--- src/rtl/dac_stream_pkg.sv ---
// rtl/dac_stream_pkg.sv - FSM state type and midscale helper for the DAC stream interface
package dac_stream_pkg;

    typedef enum logic [1:0] {
        STREAM      = 2'd0,
        CFG_SETUP   = 2'd1,
        CFG_LOW     = 2'd2,
        CFG_RECOVER = 2'd3
    } dac_state_e;

    // Midscale code: MSB set, all other bits clear.
    function automatic logic [31:0] midscale(input int data_w);
        return 32'd1 << (data_w - 1);
    endfunction

endpackage

--- src/rtl/dac_sync_fifo.sv ---
// rtl/dac_sync_fifo.sv - single-clock sample FIFO with extra-bit pointers and registered level
module dac_sync_fifo #(
    parameter int WIDTH = 16,
    parameter int DEPTH = 8
) (
    input  logic                     clk,
    input  logic                     reset,
    input  logic                     wr_en,
    input  logic [WIDTH-1:0]         wr_data,
    input  logic                     rd_en,
    output logic [WIDTH-1:0]         rd_data,
    output logic                     full,
    output logic                     empty,
    output logic [$clog2(DEPTH):0]   level
);

    localparam int AW = $clog2(DEPTH);
    localparam logic [AW:0] PTR_ONE = (AW + 1)'(1);

    logic [WIDTH-1:0] mem [DEPTH];
    logic [AW:0]      wr_ptr;
    logic [AW:0]      rd_ptr;
    logic             do_wr;
    logic             do_rd;

    // Same index with differing wrap bit means the writer is a full lap ahead.
    assign full    = (wr_ptr[AW] != rd_ptr[AW]) && (wr_ptr[AW-1:0] == rd_ptr[AW-1:0]);
    assign empty   = (wr_ptr == rd_ptr);
    assign do_wr   = wr_en && !full;
    assign do_rd   = rd_en && !empty;
    assign rd_data = mem[rd_ptr[AW-1:0]];

    always_ff @(posedge clk or posedge reset) begin
        if (reset) begin
            wr_ptr <= '0;
            rd_ptr <= '0;
            level  <= '0;
        end else begin
            if (do_wr) begin
                wr_ptr <= wr_ptr + PTR_ONE;
            end
            if (do_rd) begin
                rd_ptr <= rd_ptr + PTR_ONE;
            end
            case ({do_wr, do_rd})
                2'b10:   level <= level + PTR_ONE;
                2'b01:   level <= level - PTR_ONE;
                default: level <= level;
            endcase
        end
    end

    always_ff @(posedge clk) begin
        if (do_wr) begin
            mem[wr_ptr[AW-1:0]] <= wr_data;
        end
    end

endmodule

--- src/rtl/dac_stream_if.sv ---
// rtl/dac_stream_if.sv - sample FIFO to parallel DAC bridge with interleaved config write cycles
module dac_stream_if
    import dac_stream_pkg::*;
#(
    parameter int N_CH       = 2,
    parameter int DATA_W     = 8,
    parameter int FIFO_DEPTH = 8,
    parameter int CFG_HOLD   = 2,
    parameter int SIGNED_IN  = 1
) (
    input  logic                             clk,
    input  logic                             reset,
    input  logic [N_CH*DATA_W-1:0]           s_data,
    input  logic                             s_valid,
    output logic                             s_ready,
    input  logic [DATA_W-1:0]                cfg_data,
    input  logic                             cfg_valid,
    output logic                             cfg_ready,
    output logic [N_CH*DATA_W-1:0]           dac_d,
    output logic                             dac_cw,
    output logic [$clog2(FIFO_DEPTH):0]      fifo_level,
    output logic [15:0]                      underflow_cnt
);

    localparam int W      = N_CH * DATA_W;
    localparam int HOLD_W = (CFG_HOLD > 1) ? $clog2(CFG_HOLD) : 1;
    localparam logic [DATA_W-1:0] MID     = DATA_W'(midscale(DATA_W));
    localparam logic [W-1:0]      MID_ALL = {N_CH{MID}};
    localparam logic [HOLD_W-1:0] HOLD_LAST = HOLD_W'(CFG_HOLD - 1);
    localparam logic [HOLD_W-1:0] HOLD_ONE  = HOLD_W'(1);

    dac_state_e        state;
    logic [DATA_W-1:0] cfg_word;
    logic [HOLD_W-1:0] hold_cnt;
    logic [W-1:0]      stage_d;
    logic              stage_cw;
    logic [W-1:0]      cfg_frame;
    logic [W-1:0]      fifo_rd_data;
    logic              fifo_full;
    logic              fifo_empty;
    logic              cfg_hs;
    logic              fifo_wr;
    logic              fifo_rd;

    function automatic logic [W-1:0] convert(input logic [W-1:0] raw);
        logic [W-1:0] res;
        res = raw;
        if (SIGNED_IN != 0) begin
            for (int k = 0; k < N_CH; k++) begin
                res[k*DATA_W + DATA_W - 1] = ~raw[k*DATA_W + DATA_W - 1];
            end
        end
        return res;
    endfunction

    assign s_ready   = !fifo_full && !reset;
    assign cfg_ready = (state == STREAM) && !reset;
    assign cfg_hs    = cfg_valid && cfg_ready;
    assign fifo_wr   = s_valid && s_ready;
    assign fifo_rd   = (state == STREAM) && !cfg_hs && !fifo_empty;

    always_comb begin
        cfg_frame               = MID_ALL;
        cfg_frame[DATA_W-1:0]   = cfg_word;
    end

    dac_sync_fifo #(
        .WIDTH (W),
        .DEPTH (FIFO_DEPTH)
    ) u_fifo (
        .clk     (clk),
        .reset   (reset),
        .wr_en   (fifo_wr),
        .wr_data (s_data),
        .rd_en   (fifo_rd),
        .rd_data (fifo_rd_data),
        .full    (fifo_full),
        .empty   (fifo_empty),
        .level   (fifo_level)
    );

    // stage_* holds the word decided this cycle; dac_* presents it one cycle later,
    // giving the two-edge sample latency and keeping config frames aligned with cw.
    always_ff @(posedge clk or posedge reset) begin
        if (reset) begin
            state         <= STREAM;
            cfg_word      <= '0;
            hold_cnt      <= '0;
            stage_d       <= MID_ALL;
            stage_cw      <= 1'b1;
            dac_d         <= MID_ALL;
            dac_cw        <= 1'b1;
            underflow_cnt <= '0;
        end else begin
            dac_d  <= stage_d;
            dac_cw <= stage_cw;
            case (state)
                STREAM: begin
                    stage_cw <= 1'b1;
                    if (cfg_hs) begin
                        cfg_word <= cfg_data;
                        state    <= CFG_SETUP;
                    end else if (!fifo_empty) begin
                        stage_d <= convert(fifo_rd_data);
                    end else begin
                        stage_d <= MID_ALL;
                        if (underflow_cnt != 16'hFFFF) begin
                            underflow_cnt <= underflow_cnt + 16'd1;
                        end
                    end
                end
                CFG_SETUP: begin
                    stage_d  <= cfg_frame;
                    stage_cw <= 1'b1;
                    hold_cnt <= HOLD_LAST;
                    state    <= CFG_LOW;
                end
                CFG_LOW: begin
                    stage_cw <= 1'b0;
                    if (hold_cnt == '0) begin
                        state <= CFG_RECOVER;
                    end else begin
                        hold_cnt <= hold_cnt - HOLD_ONE;
                    end
                end
                CFG_RECOVER: begin
                    stage_cw <= 1'b1;
                    state    <= STREAM;
                end
                default: begin
                    state <= STREAM;
                end
            endcase
        end
    end

endmodule

--- config.mk ---
export PLATFORM = sky130hd
export DESIGN_NAME = dac_stream_if
export DESIGN_NICKNAME = d
export VERILOG_FILES = /design/src/rtl/dac_stream_pkg.sv /design/src/rtl/dac_sync_fifo.sv /design/src/rtl/dac_stream_if.sv
export SDC_FILE = /design/constraint.sdc
export NUM_CORES = 1
export LEC_CHECK = 0
export ABC_AREA = 0
export CELL_PAD_IN_SITES_DETAIL_PLACEMENT = 0
export CELL_PAD_IN_SITES_GLOBAL_PLACEMENT = 1
export CORE_ASPECT_RATIO = 1.25
export CORE_MARGIN = 2
export CORE_UTILIZATION = 53
export DETAILED_ROUTE_END_ITERATION = 16
export PLACE_DENSITY_LB_ADDON = 0.1
export SLEW_MARGIN = 10
export SYNTH_ARGS = -nofsm -noshare
export SYNTH_HDL_FRONTEND = slang
export SYNTH_SLANG_ARGS = --single-unit
export TNS_END_PERCENT = 5
--- constraint.sdc ---
create_clock -name clk -period 5.3 [get_ports clk]
set_input_delay 1.325 -clock clk [delete_from_list [all_inputs] [get_ports clk]]
set_output_delay 1.325 -clock clk [all_outputs]
set_load 0.01 [all_outputs]
==> results of run 1 <==
==> sequential cells by signal, indices dropped and copies added (netlist names), 2 cells and up <==
signal,cells
u_fifo.wr_ptr,4
stage_d,16
u_fifo.mem,128
underflow_cnt,16
u_fifo.level,4
u_fifo.rd_ptr,4
state,2
dac_d,16
cfg_word,8
==> stage by stage <==
step,hold WS [ns],area (µm²),std cells
2_1_floorplan,0.3452,8008,443
3_3_place_gp,0.3508,8895,684
3_5_place_dp,0.3478,8895,684
4_1_cts,0.3601,9589,720
5_1_grt,0.3655,9589,720
6_report,0.3579,9589,720
==> how the worst max path moves through the flow <==
stage,startpoint,end,slack [ns],depth (start not counted)
finish,reset,s_ready,1.27,3
global route,reset,s_ready,1.18,3
CTS,reset,s_ready,1.25,3
detailed placement,reset,s_ready,1.25,3
global placement,reset,s_ready,1.27,3
floorplan,reset,stage_d[0],0.75,6
==> power groups by stage <==
stage / Clock [mW] / Combinational, mW / Sequential, mW
floorplan: 0 / 1.08 / 2.16
global route: 1.57 / 1.68 / 2.18
CTS: 1.50 / 1.56 / 2.15
detailed placement: 0 / 1.55 / 2.17
global placement: 0 / 1.52 / 2.16
finish: 1.47 / 1.53 / 2.14
==> per-layer routing <==
layer / track usage / wire, µm
met4: 0.04172 / 237
met3: 0.03076 / 647
met1: 0.2514 / 6247
met2: 0.3264 / 7380
met5: 0 / 0
==> synthesized netlist by cell type (all sizes together) (6+ instances only) <==
cell / count
buf: 12
o21ai: 12
dfrtp: 67
xnor2: 9
a221oi: 8
xor2: 20
nand3: 10
nor3: 7
mux2i: 9
mux4: 32
mux2: 20
ha: 11
edfxtp: 128
nand2: 21
nor2: 26
inv: 8
dfstp: 6
==> layout make-up <==
cell class | count | area [µm²]
clock buffers | 29 | 573.1
clock inverters | 7 | 121.4
fillers | 1091 | 5300
inverters | 8 | 30.03
multi-input cells | 217 | 2223
flip-flops and latches | 201 | 5678
well taps | 182 | 227.7
repair buffers | 76 | 735.7
==> logic make-up (layout without fill, tap and decap cells) <==
family          after synthesis  in the layout  synth area share
fa+ha+maj                    11             11           0.01719
mux                          61             61            0.1336
flops                       201            201            0.7091
compound gates               28             28           0.02750
xor+xnor                     29             29           0.03172
simple gates                 88             88           0.06281
buf+inv                      25            120           0.01813
==> worst max-delay path, cell delays in order <==
cell	delay (ns)
clkdlybuf4s50_1	0.52
a41oi_2	0.27
clkdlybuf4s50_1	0.58
==> summary.md, run 1 <==
| Metric | Value |
|---|---|
| Setup CP Type | in2out |
| MaxCap Viol Count | 0 |
| Cts bufs inserted | 21 |
| CORE AREA | between 0.01 and 0.015 mm² |
| Sequential share of power | 0.416 |
| Tmin final | 4.028 ns |
| Final Core Density | 0.6440 |
| Clock transition at path regs | 0.06 ns |
| Hold Violations, Final | 0 |
| Row cnt | 50 |
| Synth Flop Type | edfxtp_1 |
| Worst Hold Path EP | dac_cw |
| Post-synth ARST share | 0.3632 |
| Logic pwr share | 0.298 |
| Unrepaired setup endpoints after global routing | false |
| Hold-fix buffers, CTS | 0 |
| Yosys warnings | 0 |
| CTS sink cnt | 201 |
| Drc violations | 0 |
| Internal Dissipation | about 3.6 mW |
| Io pins | 67 |
| PD cells | 536.7 mW/mm² |
| Setup Buffers After CTS | 0 |
| TritonCTS clock tree | built |
| R2R depth | 5 |
| WL final | between 10 and 15 mm |
| WHS Path Cells | 0 |
| Mean Syn Cell Area | around 18 µm² |
| Top post-synthesis cells by area | edfxtp_1 (48%), dfrtp_1 (21%), mux4_2 (6.5%) |
| Htree depth | 1 |
| # resized after CTS | 0 |
| Post-synthesis cell area | ~0.008 mm² |
| Min-delay src | stage_cw |
| IO Port Bufs | 66 |
| Routed vias/inst | ~5.5 |
| Vias in the first global route | 4166 |
| Pleak | about 3.5 nW |
| Cell variety after synth | between 40 and 50 |
| Final period util | 0.7600 |
| Largest area contributor in the netlist | edfxtp_1 |
| Clock skew after layout | roughly 0.013 ns |
| Commonest cells after routing, fill and taps aside | edfxtp_1 (128), dfrtp_1 (67), clkdlybuf4s50_1 (66) |
| Nets | 564 |
| Post-synth EDFFs | between 100 and 150 |
| Share of post-route cells with drive strength above 1 | 0.2082 |
| Global-route wire length before repair | roughly 23 mm |
| Number of routed nets with antenna violations | 0 |
| Die area | 0.01611 mm² |
| Sum Neg Setup Slack | 0 ns |
| Clock buffer depth | 3 |
| Die width | between 100 and 150 µm |
| Routability cong. | between 0.7 and 0.8 |
| Wire length per cell | ~20 µm |
| Initial drt markers | around 330 |
| Switching share of power | 0.2924 |
| Cell chosen for the clock root | clkbuf_16 |
| Initial antenna violation count | 0 |
| # diodes | 0 |
| Post-DP HPWL | between 8 and 9 mm |
| Area Growth Syn to Fin | 19.75% |
| Starting density of the core | 0.5378 |
| GRT Util Overall | 0.1877 |
| Synth Register Bits | around 200 |
| Max-slew headroom | 0.2863 |
| Fmax | roughly 250 MHz |
| NetSw | roughly 1.5 mW |
| DR vias | ~4000 |
| Die height | around 140 µm |
| Post-Syn Instances | approximately 440 |
| Worst R2R End | u_fifo.mem[5][12] |
| Register area share after synthesis | 0.7091 |
| CP required | around 4.0 ns |
| Remaining global-route overflow | 0 |
| Setup slack after placement | roughly 1.2 ns |
| Peak VDD IR | 308.1 µV |
| R2r startpoint | u_fifo.rd_ptr[1] |
| Worst EP arrival | about 2.7 ns |
| Largest net degree at the start of global routing | 74 |
| Setup WS post-layout | 1.272 ns |
| Worst slew pin tran | around 1.1 ns |
| Yosys top cell area share | 0.4800 |
| Most common cell after layout, fill and taps aside | edfxtp_1 |
| Hold crit path type | reg2reg |
| Reg2Reg Setup Slack | 2.40 ns |
| Mapped Nets | between 400 and 500 |
| # setup viols final | 0 |
| Power, Total | around 5.1 mW |
| Crit. End Element | output pin |
| Detailed Routing Iterations Pass 1 | 4 |
| Crit start category | input port |
| Fin. max-slew vios | 0 |
| Status | completed |
| Clock Power Share | 0.286 |
| Clock latency at the later pin of the worst-skew pair | just under 0.5 ns |
| Critical-path maximum fanout | 4 |
No activity file was read; power rests on OpenSTA's default activity.
==> run 2, diff against run 1 <==
- CORE_UTILIZATION: 53 -> 45
- clock period: 5.3 -> 3.2 ns (I/O delays scaled with it)
==> summary.md, run 2 (same netlist as run 1, synthesis figures left out) <==
| Metric | Value |
|---|---|
| Status | completed |
| Hold crit path type | reg2reg |
| Fin cells | 767 (+6.5%) |
| Setup CP Type | in2out |
| Clock buffer depth | 3 (unchanged) |
| GRT Util Overall | 0.1629 (-0.02484) |
| Initial drt markers | 274 (-16%) |
| Largest net degree at the start of global routing | 74 (unchanged) |
| Hold-fix buffers, CTS | 0 (unchanged) |
| Tmin final | around 3.0 ns |
| Remaining global-route overflow | 0 (unchanged) |
| Share of post-route cells with drive strength above 1 | 0.2210 (+0.01282) |
| PD cells | 878.8 mW/mm² (+64%) |
| R2r startpoint | u_fifo.wr_ptr[2] |
| DR vias | 4050 (+1.8%) |
| IO Port Bufs | 66 (unchanged) |
| Final period util | 0.9271 |
| TritonCTS clock tree | built |
| # diodes | 0 (unchanged) |
| Number of routed nets with antenna violations | 0 (unchanged) |
| Worst slew pin tran | 0.9045 ns (-0.1650 ns) |
| Fmax | about 340 MHz |
| Commonest cells after routing, fill and taps aside | edfxtp_1 (128), dfrtp_1 (67), clkdlybuf4s50_1 (66) |
| Reg2Reg Setup Slack | 0.67 ns (-1.73 ns) |
| Die area | 0.01889 mm² (+17%) |
| MaxCap Viol Count | 0 (unchanged) |
| Routability cong. | 0.7487 (about the same) |
| Setup Buffers After CTS | 0 (unchanged) |
| Cts bufs inserted | 20 (-4.8%) |
| Clock latency at the later pin of the worst-skew pair | 0.49 ns (about the same) |
| Die width | 123.3 µm (+8.2%) |
| Critical-path maximum fanout | 4 (unchanged) |
| Most common cell after layout, fill and taps aside | edfxtp_1 |
| Clock skew after layout | 0.006898 ns (-0.005853 ns) |
| Pleak | 3.567 nW (+0.62%) |
| Max-slew headroom | 0.3970 (+0.1108) |
| Row cnt | 54 (+8.0%) |
| # setup viols final | 0 (unchanged) |
| # resized after CTS | 0 (unchanged) |
| Drc violations | 0 (unchanged) |
| Hold Violations, Final | 0 (unchanged) |
| Nets | 568 (+0.71%) |
| CORE AREA | 0.01743 mm² (+17%) |
| WL final | 14.68 mm (+1.2%) |
| Post-DP HPWL | 9.052 mm (+1.1%) |
| Unrepaired setup endpoints after global routing | false |
| Placed Cells | 731 (+6.9%) |
| Peak VDD IR | 427.1 µV (+39%) |
| Crit. End Element | output pin |
| CTS sink cnt | 201 (unchanged) |
| Die height | 153.1 µm (+8.3%) |
| Worst EP arrival | 2.17 ns (-0.53 ns) |
| Starting density of the core | 0.4594 (-0.07844) |
| Vias in the first global route | 4183 (+0.41%) |
| CP endpoint | s_ready |
| Htree depth | 1 (unchanged) |
| Initial antenna violation count | 0 (unchanged) |
| Worst R2R End | u_fifo.level[2] |
| Clock transition at path regs | 0.06 ns (about the same) |
| Io pins | 67 (unchanged) |
| Area Growth Syn to Fin | 21.42% |
| Sum Neg Setup Slack | 0 ns (unchanged) |
| Cell chosen for the clock root | clkbuf_16 |
| Global-route wire length before repair | 23.51 mm (+1.5%) |
| Min-delay src | stage_cw |
| Crit start category | input port |
| Routed vias/inst | 5.280 (-4.5%) |
| Fin. max-slew vios | 0 (unchanged) |
| R2R depth | 10 (+5) |
| Wire length per cell | 19.14 µm (-5.0%) |
| Post-DP Area | 0.009025 mm² (+1.5%) |
| CP required | 2.40 ns (-1.57 ns) |
| Detailed Routing Iterations Pass 1 | 4 (unchanged) |
| Critical path origin | reset |
| Max reg flops | 128 (unchanged) |
| Final instance area | 0.009723 mm² (+1.4%) |
run 2: metrics by stage:
stage	power (mW)	util	hold slack, ns	setup WS [ns]
after detailed placement	6.219	0.5177	0.3493	0.1516
after global placement	6.169	0.5177	0.3486	0.2120
after floorplan	5.361	-	0.3452	0.06843
final	8.544	0.5578	0.3571	0.2334
after CTS	8.678	0.5578	0.3585	0.2234
after global routing	9.038	0.5578	0.3645	0.1407
run 2: worst min-delay path by stage:
stage | to | cells past startpoint
detailed placement | dac_cw | 0
CTS | dac_cw | 0
floorplan | dac_cw | 0
finish | dac_cw | 0
global route | dac_cw | 0
global placement | dac_cw | 0
run 2: report_power, final:
part	switching [mW]	internal, mW	total (mW)
registers	0.272	3.27	3.55
logic	1.29	1.28	2.57
clock network	0.944	1.48	2.43
total	2.51	6.04	8.54
run 2: cell type report:
cell class / count / area [µm²]
clock buffer: 29 / 609.3
clock inverter: 7 / 88.84
fill: 1359 / 7709
inverter: 8 / 33.78
multi-input combinational: 217 / 2210
sequential: 201 / 5678
tap: 224 / 280.3
timing repair buffer: 81 / 823.3
run 2: routing by layer:
metal	up-vias	GRT usage	routed length, µm
li1	1865	-	-
met1	2070	0.2279	6473
met2	93	0.2677	7299
met3	22	0.02537	683
met4	0	0.04058	227
met5	-	0	0
run 2: critical path: stages:
cell	delay (ns)
clkdlybuf4s50_1	0.51
a41oi_2	0.28
clkdlybuf4s50_1	0.58
==> run 3, diff against run 2 <==
- clock period: 3.2 -> 2.6 ns (I/O delays scaled with it)
==> summary.md, run 3 (same netlist as run 1, synthesis figures left out) <==
| Metric | Value |
|---|---|
| Final period util | 0.9230 |
| Clock transition at path regs | 0.06 ns (about the same) |
| CTS sink cnt | 201 (unchanged) |
| Hold Violations, Final | 0 (unchanged) |
| Cts bufs inserted | 21 (+5.0%) |
| Routed vias/inst | 5.197 (-1.6%) |
| Fin. max-slew vios | 0 (unchanged) |
| PD cells | 1078 mW/mm² (+23%) |
| Worst EP arrival | 1.75 ns (-0.42 ns) |
| Share of post-route cells with drive strength above 1 | 0.2473 (+0.02632) |
| Die width | 123.3 µm (unchanged) |
| Grt peak-use layer | met2 |
| Max reg flops | 128 (unchanged) |
| # diodes | 0 (unchanged) |
| Starting density of the core | 0.4594 (unchanged) |
| Global-route wire length before repair | 24.30 mm (+3.4%) |
| IO Port Bufs | 66 (unchanged) |
| Initial antenna violation count | 0 (unchanged) |
| GRT Util Overall | 0.1686 (+0.005676) |
| Critical-path maximum fanout | 5 (+1) |
| Peak VDD IR | 598.1 µV (+40%) |
| Pleak | 3.650 nW (+2.3%) |
| Htree depth | 1 (unchanged) |
| DR vias | 4064 (+0.35%) |
| Fin cells | 782 (+2.0%) |
| Row cnt | 54 (unchanged) |
| Die area | 0.01889 mm² (unchanged) |
| Tmin final | approximately 2.4 ns |
| Routability cong. | 0.7747 (+3.5%) |
| MaxCap Viol Count | 0 (unchanged) |
| Unrepaired setup endpoints after global routing | false |
| Nets | 583 (+2.6%) |
| # setup viols final | 0 (unchanged) |
| Hold crit path type | reg2reg |
| Hold-fix buffers, CTS | 0 (unchanged) |
| Met2 GRT Util | 0.2852 (+0.01753) |
| Setup WS post-layout | 0.2003 ns (-0.03319 ns) |
| Commonest cells after routing, fill and taps aside | edfxtp_1 (128), dfrtp_1 (66), clkdlybuf4s50_1 (63) |
| M3 GR Usage | 0.02873 (+0.003358) |
| Clock buffer depth | 3 (unchanged) |
| Clock latency at the later pin of the worst-skew pair | 0.50 ns (about the same) |
| Crit start category | flip-flop |
| Number of routed nets with antenna violations | 0 (unchanged) |
| Max-slew headroom | 0.3927 (-0.004271) |
| Wire length per cell | 19.21 µm (+0.37%) |
| Setup Buffers After CTS | 0 (unchanged) |
| Post-DP HPWL | 9.560 mm (+5.6%) |
| Clock skew after layout | 0.009276 ns (+0.002378 ns) |
| Setup slack after placement | -0.1550 ns (-0.3066 ns) |
| Worst slew pin tran | 0.9109 ns (+0.006407 ns) |
| Fmax | between 400 and 500 MHz |
| Met1 usage | 0.2256 (-0.002327) |
| TritonCTS clock tree | built |
| CORE AREA | 0.01743 mm² (unchanged) |
| Io pins | 67 (unchanged) |
| Setup CP Type | reg2out |
| Initial drt markers | 230 (-16%) |
| Drc violations | 0 (unchanged) |
| Crit. End Element | output pin |
| Status | completed |
| Die height | 153.1 µm (unchanged) |
| WL final | 15.03 mm (+2.3%) |
| Area Growth Syn to Fin | 23.08% |
| Cell chosen for the clock root | clkbuf_16 |
| Remaining global-route overflow | 0 (unchanged) |
| CP required | 1.95 ns (-0.45 ns) |
| Placed Cells | 745 (+1.9%) |
| Detailed Routing Iterations Pass 1 | 4 (unchanged) |
| Final instance area | 0.009856 mm² (+1.4%) |
| Vias in the first global route | 4358 (+4.2%) |
| Post-DP Area | 0.009161 mm² (+1.5%) |
| Most common cell after layout, fill and taps aside | edfxtp_1 |
| Largest net degree at the start of global routing | 74 (unchanged) |
-- run 3: changes by cell type in the layout (fill, tap and decap cells not counted), sizes merged --
| cell | change |
|---|---|
| buf | +14 |
| bufinv | +1 |
| clkbuf | -7 |
| clkdlybuf4s50 | -3 |
| clkinv | +5 |
| dlygate4sd2 | +2 |
| dlymetal6s2s | +1 |
| inv | +2 |
-- run 3: worst max-delay path: stages (launching register included) --
cell	delay (ns)
dfrtp_2	0.44
xnor2_1	0.22
a41oi_2	0.16
buf_4	0.17
dlygate4sd2_1	0.27
-- run 3: metal layers --
layer	vias up	part of all wire	wire [µm]
li1	1895	-	-
met2	76	0.51	7723
met4	0	0.016	235
met5	-	0	0
met3	20	0.042	634
met1	2073	0.43	6431
-- run 3: path summary, 6_finish.rpt --
| kind | from | slack, ns | to | cells after the start |
|---|---|---|---|---|
| max | u_fifo.wr_ptr[0] | 0.20 | s_ready | 4 |
| min | stage_cw | 0.35 | dac_cw | 0 |
| max reg2reg | underflow_cnt[0] | 0.34 | underflow_cnt[1] | 6 |
| min reg2reg | stage_cw | 0.35 | dac_cw | 0 |
| max in group asynchronous | reset | 1.12 | u_fifo.wr_ptr[0] | 4 |
| min in group asynchronous | reset | 0.86 | dac_d[3] | 4 |
-- run 3: power breakdown --
group | internal, mW | switching (mW) | total, mW
sequential | 4.03 | 0.299 | 4.33
combinational | 1.66 | 1.64 | 3.30
clock | 1.78 | 1.21 | 2.99
total | 7.48 | 3.15 | 10.6
-- run 3: metrics by stage --
step	total power [mW]	hold slack [ns]	TNS [ns]	util
floorplan	6.647	0.3452	-11.30	-
global placement	7.709	0.3476	-2.254	0.5256
detailed placement	7.771	0.3469	-3.653	0.5256
CTS	10.79	0.3555	0	0.5651
global route	11.29	0.3585	0	0.5654
finish	10.63	0.3549	0	0.5654
-- run 3: area by class of cell --
class / instances / area [µm²]
Sequential cell: 201 / 5679
Inverter: 8 / 33.78
Multi-Input combinational cell: 217 / 2231
Timing Repair Buffer: 95 / 940.9
Fill cell: 1376 / 7576
Tap cell: 224 / 280.3
Clock buffer: 22 / 529.3
Clock inverter: 15 / 161.4
-- run 3: what timing repair did --
item                                    CTS  global route
endpoints found under the setup margin    2             1
gates resized for setup                   3             4
hold endpoints to repair                  0             0
pin swaps                                 0             0
